--- src/rtl/input_report_device.sv ---
// Debounced N-input sampler streaming framed reports {A,seq}, data bytes over a byte stream.
// Build option: define INPUT_REPORT_CHECKSUM_EN to append an XOR checksum byte to each report.
module input_report_device #(
  parameter int          NUM_INPUTS      = 8,
  parameter int          DEBOUNCE_CYCLES = 48000,
  parameter int          PERIOD_FRAMES   = 10,
  parameter logic [1:0]  RESET_MODE      = 2'd1
) (
  input  logic                  clk_i,
  input  logic                  rstn_i,
  input  logic [NUM_INPUTS-1:0] inputs_i,
  input  logic [10:0]           frame_i,
  input  logic                  usb_configured_i,
  input  logic [7:0]            out_data_i,
  input  logic                  out_valid_i,
  output logic                  out_ready_o,
  output logic [7:0]            in_data_o,
  output logic                  in_valid_o,
  input  logic                  in_ready_i,
  output logic [1:0]            mode_o
);
  localparam int NB = (NUM_INPUTS + 7) / 8;
  localparam int DW = NB * 8;
  localparam int CW = $clog2(DEBOUNCE_CYCLES);

  typedef enum logic [1:0] {IDLE, HEADER, DATA, CSUM} state_e;

  logic [NUM_INPUTS-1:0] sync1_q, sync2_q, sample_q, deb_q, last_q, stable_d;
  logic [DW-1:0]         snap_q;
  logic [CW-1:0]         dcnt_q;
  logic [10:0]           frame_q;
  logic [7:0]            fcnt_q, in_data_q, next_byte_d;
  logic [1:0]            mode_q;
  logic [3:0]            seq_q;
  logic [2:0]            idx_q;
  logic                  in_valid_q, out_ready_q, pending_q;
  state_e                state_q;
  logic                  tick_d, cmd_fire_d, poll_d, term_d, frame_chg_d, periodic_d;
  logic                  change_d, start_d, in_fire_d, last_data_d;
`ifdef INPUT_REPORT_CHECKSUM_EN
  logic [7:0]            csum_q;
`endif

  assign tick_d      = (dcnt_q == CW'(DEBOUNCE_CYCLES - 1));
  assign stable_d    = ~(sync2_q ^ sample_q);
  assign cmd_fire_d  = out_valid_i && out_ready_q;
  assign poll_d      = cmd_fire_d && (out_data_i == 8'h50);
  assign term_d      = cmd_fire_d && (out_data_i == 8'h54);
  assign frame_chg_d = (frame_i != frame_q);
  assign periodic_d  = (mode_q == 2'd2) && frame_chg_d && !term_d
                       && (fcnt_q == 8'(PERIOD_FRAMES - 1));
  assign change_d    = (mode_q == 2'd1) && (state_q == IDLE) && (deb_q != last_q);
  assign start_d     = (state_q == IDLE) && pending_q && usb_configured_i;
  // Byte stream: a byte moves only on a cycle with in_valid_o && in_ready_i; while
  // in_valid_o is high and in_ready_i low, in_data_o is held unchanged.
  assign in_fire_d   = in_valid_q && in_ready_i;
  assign last_data_d = (idx_q == 3'(NB - 1));
  assign next_byte_d = 8'(snap_q >> {idx_q + 3'd1, 3'b000});

  assign out_ready_o = out_ready_q;
  assign in_data_o   = in_data_q;
  assign in_valid_o  = in_valid_q;
  assign mode_o      = mode_q;

  always_ff @(posedge clk_i or negedge rstn_i) begin
    if (!rstn_i) begin
      sync1_q  <= '0;
      sync2_q  <= '0;
      sample_q <= '0;
      deb_q    <= '0;
      dcnt_q   <= '0;
    end else begin
      sync1_q <= inputs_i;
      sync2_q <= sync1_q;
      dcnt_q  <= tick_d ? '0 : dcnt_q + CW'(1);
      // A bit follows the input only after two consecutive ticks agree.
      if (tick_d) begin
        sample_q <= sync2_q;
        deb_q    <= (deb_q & ~stable_d) | (sync2_q & stable_d);
      end
    end
  end

  always_ff @(posedge clk_i or negedge rstn_i) begin
    if (!rstn_i) begin
      out_ready_q <= 1'b0;
      frame_q     <= '0;
      fcnt_q      <= '0;
      mode_q      <= RESET_MODE;
    end else begin
      out_ready_q <= usb_configured_i;
      frame_q     <= frame_i;
      if (cmd_fire_d) begin
        case (out_data_i)
          8'h53:   mode_q <= 2'd0;
          8'h43:   mode_q <= 2'd1;
          8'h54:   mode_q <= 2'd2;
          default: ;
        endcase
      end
      if (term_d)
        fcnt_q <= '0;
      else if ((mode_q == 2'd2) && frame_chg_d)
        fcnt_q <= periodic_d ? 8'd0 : fcnt_q + 8'd1;
    end
  end

  always_ff @(posedge clk_i or negedge rstn_i) begin
    if (!rstn_i) begin
      state_q    <= IDLE;
      in_valid_q <= 1'b0;
      in_data_q  <= '0;
      pending_q  <= 1'b0;
      seq_q      <= '0;
      idx_q      <= '0;
      snap_q     <= '0;
      last_q     <= '0;
`ifdef INPUT_REPORT_CHECKSUM_EN
      csum_q     <= '0;
`endif
    end else if (!usb_configured_i) begin
      // Host gone: drop the partial report; seq and mode survive.
      state_q    <= IDLE;
      in_valid_q <= 1'b0;
      in_data_q  <= '0;
      pending_q  <= 1'b0;
    end else begin
      // The change trigger is already covered by the snapshot taken on start.
      pending_q <= start_d ? (poll_d | periodic_d)
                           : (pending_q | poll_d | periodic_d | change_d);
      case (state_q)
        IDLE: if (start_d) begin
          snap_q     <= DW'(deb_q);
          last_q     <= deb_q;
          in_valid_q <= 1'b1;
          in_data_q  <= {4'hA, seq_q};
`ifdef INPUT_REPORT_CHECKSUM_EN
          csum_q     <= {4'hA, seq_q};
`endif
          state_q    <= HEADER;
        end
        HEADER: if (in_fire_d) begin
          in_data_q <= snap_q[7:0];
`ifdef INPUT_REPORT_CHECKSUM_EN
          csum_q    <= csum_q ^ snap_q[7:0];
`endif
          idx_q     <= '0;
          state_q   <= DATA;
        end
        DATA: if (in_fire_d) begin
          if (last_data_d) begin
`ifdef INPUT_REPORT_CHECKSUM_EN
            in_data_q  <= csum_q;
            state_q    <= CSUM;
`else
            in_valid_q <= 1'b0;
            in_data_q  <= '0;
            seq_q      <= seq_q + 4'd1;
            state_q    <= IDLE;
`endif
          end else begin
            in_data_q <= next_byte_d;
`ifdef INPUT_REPORT_CHECKSUM_EN
            csum_q    <= csum_q ^ next_byte_d;
`endif
            idx_q     <= idx_q + 3'd1;
          end
        end
`ifdef INPUT_REPORT_CHECKSUM_EN
        CSUM: if (in_fire_d) begin
          in_valid_q <= 1'b0;
          in_data_q  <= '0;
          seq_q      <= seq_q + 4'd1;
          state_q    <= IDLE;
        end
`endif
        default: state_q <= IDLE;
      endcase
    end
  end
endmodule
--- config.mk ---
export PLATFORM = sky130hd
export DESIGN_NAME = input_report_device
export DESIGN_NICKNAME = d
export VERILOG_FILES = /design/src/rtl/input_report_device.sv
export SDC_FILE = /design/constraint.sdc
export NUM_CORES = 1
export LEC_CHECK = 0
export CORE_MARGIN = 2
export CORE_UTILIZATION = 51
export CTS_BUF_LIST = sky130_fd_sc_hd__clkbuf_16
export CTS_CLUSTER_SIZE = 8
export DETAILED_ROUTE_END_ITERATION = 10
export PLACE_DENSITY = 0.76
export SLEW_MARGIN = 30
export SYNTH_ARGS = -nofsm -noshare
export SYNTH_HDL_FRONTEND = slang
export SYNTH_SLANG_ARGS = --single-unit
--- constraint.sdc ---
create_clock -name clk_i -period 2 [get_ports clk_i]
set_input_delay 0.4 -clock clk_i [delete_from_list [all_inputs] [get_ports clk_i]]
set_output_delay 0.4 -clock clk_i [all_outputs]
set_load 0.02 [all_outputs]
; Yosys cells after proc, flatten, opt, wreduce, memory -nomap -nowiden
; Cells that the tools add are included.
[word_totals]
input_bits = 32
out_inout_bits = 12
ff_bits = 97
wordCells = 104
[op_classes]
n_mux = 28
bitwise = 10
n_shift = 1
n_reduce_logical = 24
addsub = 4
eq_ne = 21
[op_table]
columns = cell, n
row1 = $mux W8, 8
row2 = $eq A8 B7 Y1 const B, 4
row3 = $pmux W8 S3, 1
row4 = $add A16 B1 Y16 const B, 1
row5 = $and A8 B8 Y8, 2
row6 = $eq A16 B16 Y1 const B, 1
row7 = $mux W16, 1
row8 = $not A8 Y8, 2
row9 = $reduce_and A4 Y1, 4
row10 = $ne A3 B3 Y1 const B, 4
row11 = $pmux W2 S3, 2
row12 = $logic_and A1 B1 Y1, 11
row13 = $ne A11 B11 Y1, 1
row14 = $mux W2, 5
row15 = $mux W3, 3
row16 = $add A8 B1 Y8 const B, 1
row17 = $eq A8 B4 Y1 const B, 1
row18 = $ne A8 B8 Y1, 1
row19 = $or A8 B8 Y8, 1
row20 = $shr A8 B6 Y8, 1
row21 = $xor A8 B8 Y8, 1
row22 = $mux W1, 6
row23 = $ne A2 B2 Y1 const B, 3
row24 = $pmux W3 S2, 1
row25 = other kinds (16), 22

; Longest topological paths before layout
; Gate-level depths: netlist of the first run.
[depth]
ltp_word = 9
mapped_depth = 7
mapped_depth_nobuf = 7

; Worst setup path after synthesis of the first run
; Ideal clock, no wire load.
[synth_timing]
path_kind = register to register
startpoint = register idx_q[0]
endpoint = register in_data_q[0] (netlist: in_data_o[0])
arrival_ps = 1821
setup_time_ps = 66
path_stages_with_launch = 7
path_buffers = 0
required_ps = 1934
path_slack_ps = 113
period_less_slack_ps = 1887
path_cell_list = dfrtp_1 > ha_1 > or3_1 > a2111oi_2 > nor2_1 > o22ai_1 > a22o_1
[synth_between]
elab_chain_len = 6
elab_cells_between_ends = 7
classes_between = add/sub (1) / shift (1) / mux (4) / reduce/logical (1)
[synth_lines]
columns = element, line
row1 = "start, declared", 35  ; logic [2:0] idx_q;
row2 = "start signal, assigned", 166  ; idx_q <= idx_q + 3'd1;
row3 = $add A3 B1 Y3, 58  ; assign next_byte_d = 8'(snap_q >> {idx_q + 3'd1, 3'b000});
row4 = $shr A8 B6 Y8, 58
row5 = $mux W8 *, 151  ; if (last_data_d) begin
row6 = $mux W8 *, 150  ; DATA: if (in_fire_d) begin
row7 = $pmux W8 S3 *, 131  ; case (state_q)
row8 = $mux W8 *, 121  ; end else if (!usb_configured_i) begin
row9 = "end signal, assigned", 136  ; in_data_q <= {4'hA, seq_q};
row10 = "end signal, assigned", 143  ; in_data_q <= snap_q[7:0];
row11 = "end signal, assigned", 162  ; in_data_q <= next_byte_d;
row12 = "end, declared", 32  ; logic [7:0] fcnt_q, in_data_q, next_byte_d;
; Every way passes the cells marked *; elsewhere a longest branch is shown, timed or not. The select of a mux whose other input is x is not followed.
; A chain may end at the register's enable or synchronous reset.

; Worst setup path after layout of the first run
[layout_timing]
startpoint = input out_data_i[1]
endpoint = register fcnt_q[0]
[layout_between]
elab_chain_len = 8
elab_cells_between_ends = 9
classes_between = eq/ne (1) / mux (3) / reduce/logical (5)
[layout_lines]
columns = element, line
row1 = "start, declared", 14  ; input logic [7:0] out_data_i,
row2 = $eq A8 B7 Y1 *, 48  ; assign term_d = cmd_fire_d && (out_data_i == 8'h54);
row3 = $logic_and A1 B1 Y1 *, 48
row4 = $logic_not A1 Y1, 50  ; assign periodic_d = (mode_q == 2'd2) && frame_chg_d && !term_d
row5 = $logic_and A1 B1 Y1, 50
row6 = $logic_and A1 B1 Y1, 51  ; && (fcnt_q == 8'(PERIOD_FRAMES - 1));
row7 = $mux W8, 104  ; fcnt_q <= periodic_d ? 8'd0 : fcnt_q + 8'd1;
row8 = $mux W8, 103  ; else if ((mode_q == 2'd2) && frame_chg_d)
row9 = $mux W8, 101  ; if (term_d)
row10 = "end signal, assigned", 104
row11 = "end, declared", 32
; Marked as above.

==> reports/results.tsv, run 1 <==
stage	metric	value	unit
run_status	outcome	finished clean	
sta	FMAX	0.508	GHz
min_path	hold_sp	sync1_q[1]	
sta	final hold vios	0	
synth	Yosys top cell area share	56.0	%
cts	insertion delay of the later-clocked pin in the worst-skew pair	0.34	ns
floorplan	I/O pins	44	
routing	vias per cell	5.44	
global_routing	vias in the first global route	3081	
placed_design	GP Congestion	0.841	
global_routing	Overflow after GRT	0	
sta	clk_skew	0.00379	ns
floorplan	Core Region	0.00818	sq mm
power_and_ir_drop	Total Power	4.28	mW
synth	top cells by count, synth	dfrtp_1 (96), nand2_1 (32), inv_1 (23), o21ai_0 (22)	
global_routing	largest net degree at the start of global routing	42	
placed_design	Final HPWL DP	5.88	mm
critical_path	worst-path fanout max	3	
synth	cells after synthesis	391	
sta	min Tclk post-route	1.97	ns
critical_path	Setup CP Type	in2reg	
critical_path	Worst EP required	2.20	ns
global_routing	GRT Total Usage	19.7	%
critical_path	cell chain of the critical path	clkdlybuf4s50_1 > or4b_4 > or4_4 > nand2_4 > or4_1 > o21ai_0	
critical_path	Startpoint Class	primary input	
critical_path	Slowest cell on crit path	or4b_4	
cells_and_area	fin cells	576	
synth	Yosys warnings	0	
critical_path	reg2reg path depth	6	
placed_design	pre-CTS WS	-0.242	ns
routing	vias post-DR	3136	
floorplan	Die Height	95.7	um
sta	RSZ-0062 raised after global routing	true	
min_path	hold path depth	0	
routing	antenna viol nets, final	0	
floorplan	die width	95.7	um
sta	Max-slew headroom	60.5	%
sta	post-route setup slack	0.0303	ns
synth	post-synthesis cell type count	48	
critical_path	Crit Reg-Reg Endpoint	in_data_o[1]	
min_path	WHS Endpoint	sync2_q[1]	
cts	Longest Clk Path Bufs	2	
cts	CTS Root Cell	clkbuf_16	
cells_and_area	antenna fix cells	0	
cells_and_area	final instance area	0.00539	sq mm
routing	Initial DRC Count	118	
synth	main flop type after synthesis	dfrtp_1	
synth	Syn Nets	433	
critical_path	Arrival @ worst endpoint	2.17	ns
sta	# setup viols final	0	
routing	DRC Markers	0	
floorplan	row count	33	
synth	Async S/R FF share, synth	100	%
floorplan	Initial Util	52.5	%
critical_path	worst r2r src	idx_q[1]	
sta	Final Cycle Share	98.5	%
synth	sequential-to-total area share from yosys stat	56.6	%
cells_and_area	Area Growth Syn to Fin	25.6	%
job	max-cap viol count	0	
synth	#FFs+latches synth	97	
cells_and_area	Final Net Count	508	
power_and_ir_drop	IR Drop Worst-Case VDD	0.586	mV
placed_design	placed insts	557	
cells_and_area	layout cells sized above 1	15.1	%
sta	TNS Setup	0	ns
power_and_ir_drop	Pwr per Cell Area	794	mW/mm^2
critical_path	CP max stage delay	0.54	ns
routing	routed wire length	8.38	mm
min_path	Hold Crit Class	reg2reg	
sta	Worst-Margin Slew	0.587	ns
synth	Post-synth EDFFs	0	
synth	Syn Area/Cell	11.0	sq um
cts	clock-pin slew on the worst setup and hold paths	0.06	ns
placed_design	Port Buffer Count	43	
sta	Slew Viols, Final	0	
cts	CTS tree	done	
placed_design	dpl cell area	0.00503	sq mm
cts	# clock sinks	97	
floorplan	die area	0.00916	sq mm
cts	H-tree depth	3	
power_and_ir_drop	Pleak	2.37	nW
critical_path	Worst R2R Setup Slack	0.06	ns
global_routing	initial antenna violation count	0	
synth	mapped cell area	0.00429	sq mm
synth	Synth area leaders	dfrtp_1 (56%), xnor2_1 (4.1%), xor2_1 (3.3%)	
cts	Num CTS Buffers	9	
synth	Yosys top cell by area	dfrtp_1	
routing	routed wire length per instance	14.6	um
global_routing	first-pass GRT wire length	13.9	mm
synth	most common cell in the netlist	dfrtp_1	
critical_path	CP endpoint kind	flip-flop	
routing	drt pass-1 iters	4	
## flip-flops by register name (all words and copies together), names as in the netlist, 3 cells and up, named ones only
signal and cells:
sample_q 8, fcnt_q 8, sync2_q 8, frame_q 11, sync1_q 8, snap_q 8, dcnt_q 16, in_data_o 8
idx_q 3, seq_q 4
## power breakdown
| group | switching [mW] | total (mW) | leakage (nW) | internal (mW) |
|---|---|---|---|---|
| Clock | 0.722 | 1.69 | 0.151 | 0.969 |
| Sequential | 0.0632 | 2.10 | 1.23 | 2.03 |
| Combinational | 0.259 | 0.489 | 0.987 | 0.230 |
| Total | 1.04 | 4.28 | 2.37 | 3.23 |
## final cells by class
type / count / area [sq um]
multi-input cells: 262 / 1770
clock buffers: 9 / 225
fillers: 599 / 2790
repair buffers: 73 / 681
inverters: 23 / 86.3
well taps: 105 / 131
flip-flops and latches: 97 / 2430
clock inverters: 7 / 70.1
## critical path: cells and delay by family
kind	cells	cell delay (ns)
compound gates	1	0.11
buf+inv	1	0.42
simple gates	4	1.24
## per-layer routing
metal | routed length, um | up-vias | global-route usage, % | part of all wire, %
met5 | 0 | - | 0 | 0
met4 | 106 | 0 | 6.19 | 1.3
met3 | 242 | 11 | 4.78 | 2.9
met2 | 4250 | 34 | 33.4 | 51
met1 | 3780 | 1562 | 25.1 | 45
li1 | - | 1529 | - | -
## repair_timing
item                                    CTS  global route
hold buffers                              1             0
setup buffers                             0             2
hold endpoints to repair                 13             0
resized for setup                         2            10
pin swaps                                 1             5
endpoints found under the setup margin    7            19
## metrics by stage
stage	hold slack [ns]	utilization, %
2_1_floorplan	0.104	-
3_3_place_gp	0.272	61.5
3_5_place_dp	0.273	61.5
4_1_cts	0.350	65.4
5_1_grt	0.352	65.9
6_report	0.349	65.9
## placed cells by master, fill, tap and decap left out, types with 17 or more instances in the layout
| cell | instances |
|---|---|
| a21oi_1 | 18 |
| buf_4 | 28 |
| clkdlybuf4s50_1 | 42 |
| dfrtp_1 | 96 |
| inv_1 | 23 |
| nand2_1 | 31 |
| nand3_1 | 19 |
| nor2_1 | 20 |
| o21ai_0 | 19 |
| o21ai_1 | 17 |
| xnor2_1 | 20 |
## kinds of logic after synthesis
| logic type | share of synthesized area (%) |
|---|---|
| flip-flops | 56.6 |
| AND/OR/NAND/NOR | 15.1 |
| AO/OA/AOI/OAI | 12.1 |
| adder cells (fa/ha/maj) | 2.92 |
| multiplexers | 2.80 |
| buffers and inverters | 3.12 |
| XOR/XNOR | 7.35 |
## worst max-delay path by stage
stage / start / to / slack, ns / depth (start not counted)
after CTS: out_data_i[1] / fcnt_q[0] / 0.02 / 6
after floorplan: idx_q[0] / in_data_o[0] / 0.11 / 6
after global placement: out_data_i[1] / fcnt_q[0] / -0.22 / 6
final: out_data_i[1] / fcnt_q[0] / 0.03 / 6
after global routing: idx_q[0] / in_data_o[2] / -0.02 / 6
after detailed placement: out_data_i[1] / fcnt_q[0] / -0.24 / 6
Note: power is estimated with default switching activity, not from simulation.
==> run 2: changes to the inputs <==
--- a/config.mk
+++ b/config.mk
@@ -10,6 +10,7 @@
 export CTS_BUF_LIST = sky130_fd_sc_hd__clkbuf_16
 export CTS_CLUSTER_SIZE = 8
 export DETAILED_ROUTE_END_ITERATION = 10
+export MAX_ROUTING_LAYER = met4
 export PLACE_DENSITY = 0.76
 export SLEW_MARGIN = 30
 export SYNTH_ARGS = -nofsm -noshare
==> run 2 against run 1 <==
  * Routed wire length is 0.16% higher
  * Largest cell class unchanged
  * Power hardly changed
  * Sequential power hardly changed
  * Worst setup slack better by 0.0031 ns
  * Final cell count stayed put
  * Register-to-register slack better by 0.02 ns
  * Clock skew hardly changed
  * Hold slack hardly changed
  * Core utilization stayed put
  * Final area stayed put
==> reports/results.tsv, run 2 (synthesis gave the netlist of run 1 again) <==
stage	metric	value	unit	change
run_status	outcome	finished clean		unchanged
cells_and_area	largest registers	dcnt_q x16, frame_q x11		unchanged
placed_design	Final HPWL DP	5.88	mm	unchanged
sta	final hold vios	0		unchanged
critical_path	Worst EP required	2.20	ns	about the same
cts	Longest Clk Path Bufs	2		unchanged
power_and_ir_drop	IR Drop Worst-Case VDD	0.586	mV	about the same
critical_path	reg2reg path depth	6		unchanged
critical_path	Crit Reg-Reg Endpoint	in_data_o[1]		unchanged
critical_path	Setup CP Type	in2reg		unchanged
critical_path	worst r2r src	idx_q[1]		unchanged
floorplan	die area	0.00916	sq mm	unchanged
critical_path	CP endpoint kind	flip-flop		unchanged
cells_and_area	Reg area	0.00243	sq mm	unchanged
power_and_ir_drop	Clock Power Share	39.5	%	about the same
floorplan	Die Height	95.7	um	unchanged
power_and_ir_drop	switch share	24.4	%	about the same
cells_and_area	layout cells sized above 1	15.1	%	unchanged
placed_design	Port Buffer Count	43		unchanged
placed_design	placed insts	557		unchanged
cells_and_area	antenna fix cells	0		unchanged
critical_path	Worst R2R Setup Slack	0.08	ns	was 0.06 ns
critical_path	Arrival @ worst endpoint	2.16	ns	was 2.17 ns
routing	vias per cell	5.45		was 5.44
power_and_ir_drop	Sw Pwr	1.04	mW	about the same
power_and_ir_drop	Total Power	4.28	mW	about the same
routing	drt pass-1 iters	4		unchanged
cts	H-tree depth	3		unchanged
cells_and_area	final instance area	0.00539	sq mm	unchanged
cts	insertion delay of the later-clocked pin in the worst-skew pair	0.34	ns	about the same
floorplan	row count	33		unchanged
global_routing	first-pass GRT wire length	13.9	mm	about the same
sta	Final Cycle Share	98.3	%	was 98.5%
sta	Slew Viols, Final	0		unchanged
min_path	hold path depth	0		unchanged
critical_path	Startpoint Class	primary input		unchanged
sta	clk_skew	0.00384	ns	was 0.00379 ns
power_and_ir_drop	Pwr per Cell Area	793	mW/mm^2	was 794 mW/mm^2
cts	CTS Root Cell	clkbuf_16		unchanged
sta	Max-slew headroom	60.5	%	about the same
routing	routed wire length	8.40	mm	was 8.38 mm
job	max-cap viol count	0		unchanged
cells_and_area	Final Net Count	508		unchanged
routing	antenna viol nets, final	0		unchanged
cells_and_area	most frequent cells in the layout	dfrtp_1 (96), clkdlybuf4s50_1 (42), nand2_1 (31)		unchanged
cts	# clock sinks	97		unchanged
critical_path	crit path to	fcnt_q[0]		unchanged
global_routing	largest net degree at the start of global routing	42		unchanged
critical_path	worst-path fanout max	3		unchanged
sta	min Tclk post-route	1.97	ns	about the same
min_path	Hold Crit Class	reg2reg		unchanged
routing	routed wire length per instance	14.6	um	about the same
cts	Num CTS Buffers	9		unchanged
sta	Worst-Margin Slew	0.587	ns	about the same
floorplan	die width	95.7	um	unchanged
floorplan	Core Region	0.00818	sq mm	unchanged
cells_and_area	multi-input logic area	0.00177	sq mm	unchanged
cells_and_area	Top reg by flops	dcnt_q		unchanged
power_and_ir_drop	Internal	3.23	mW	about the same
power_and_ir_drop	Pleak	2.37	nW	unchanged
cells_and_area	fin cells	576		unchanged
placed_design	GP Congestion	0.854		was 0.841
cells_and_area	Area Growth Syn to Fin	25.6	%	unchanged
floorplan	Initial Util	52.5	%	unchanged
sta	# setup viols final	0		unchanged
placed_design	dpl cell area	0.00503	sq mm	unchanged
cells_and_area	most common cell after layout, fill and taps aside	dfrtp_1		unchanged
critical_path	crit path from	out_data_i[1]		unchanged
global_routing	initial antenna violation count	0		unchanged
power_and_ir_drop	sequential share of power	49.1	%	was 49.0%
power_and_ir_drop	combinational share of power	11.4	%	about the same
cts	CTS tree	done		unchanged
cts	clock-pin slew on the worst setup and hold paths	0.06	ns	about the same
cells_and_area	max reg flops	16		unchanged
sta	FMAX	0.508	GHz	about the same
global_routing	vias in the first global route	3082		was 3081
routing	Initial DRC Count	127		was 118
cells_and_area	Fillers	599		unchanged
routing	vias post-DR	3138		was 3136
sta	RSZ-0062 raised after global routing	true		unchanged
routing	DRC Markers	0		unchanged
global_routing	Overflow after GRT	0		unchanged
floorplan	I/O pins	44		unchanged
global_routing	GRT Total Usage	20.3	%	was 19.7%
-- run 2: stage by stage --
stage / TNS [ns] / hold WS [ns] / worst slack [ns] / util (%)
detailed placement: -1.50 / 0.273 / -0.242 / 61.5
floorplan: 0 / 0.104 / 0.113 / -
CTS: 0 / 0.350 / 0.0151 / 65.4
global route: -0.0843 / 0.352 / -0.0238 / 65.9
global placement: -1.22 / 0.272 / -0.217 / 61.5
finish: 0 / 0.348 / 0.0334 / 65.9
-- run 2: cell type report --
type                            count  area share [%]
Sequential cell                    97            45.1
Multi-Input combinational cell    262            32.8
Tap cell                          105            2.44
Timing Repair Buffer               73            12.6
Inverter                           23            1.60
Clock buffer                        9            4.18
Clock inverter                      7            1.30
-- run 2: worst min-delay path by stage --
stage | start | slack, ns | to
2_1_floorplan | rstn_i | 0.10 | asynchronous set/reset pin
3_3_place_gp | rstn_i | 0.27 | sync2_q[3]
3_5_place_dp | rstn_i | 0.27 | sync2_q[7]
4_1_cts | sync1_q[1] | 0.35 | sync2_q[1]
5_1_grt | sync1_q[0] | 0.35 | sync2_q[0]
6_report | sync1_q[1] | 0.35 | sync2_q[1]
-- run 2: worst max-delay path: stages --
cell	delay (ns)
clkdlybuf4s50_1	0.42
or4b_4	0.54
or4_4	0.47
nand2_4	0.10
or4_1	0.13
o21ai_0	0.11
-- run 2: timing repair --
action,CTS,global route
gates resized for setup,2,10
pin swaps,1,5
setup endpoints to repair,7,19
endpoints found under the hold margin,13,0
hold buffers,1,0
buffers inserted,0,2
-- run 2: per-layer routing --
| metal | track usage [%] | share of wire, % | up-vias |
|---|---|---|---|
| met2 | 33.5 | 51 | 38 |
| li1 | - | - | 1531 |
| met1 | 25.1 | 45 | 1560 |
| met4 | 5.48 | 1.1 | 0 |
| met3 | 5.25 | 3.4 | 9 |
| met5 | - | 0 | - |
-- run 2: power groups by stage --
stage               Sequential (mW)  Combinational, mW  Clock [mW]
global placement               2.13              0.465           0
floorplan                      2.14              0.234           0
detailed placement             2.13              0.481           0
global route                   2.11              0.537        1.79
CTS                            2.10              0.491        1.72
finish                         2.10              0.489        1.69
==> run 3: changes to the inputs <==
--- a/config.mk
+++ b/config.mk
@@ -8,7 +8,7 @@
 export CORE_MARGIN = 2
 export CORE_UTILIZATION = 51
 export CTS_BUF_LIST = sky130_fd_sc_hd__clkbuf_16
-export CTS_CLUSTER_SIZE = 8
+export CTS_CLUSTER_SIZE = 10
 export DETAILED_ROUTE_END_ITERATION = 10
 export MAX_ROUTING_LAYER = met4
 export PLACE_DENSITY = 0.76
==> results of run 3 <==
Final layout, timing and power as in run 2 (identical DEF).
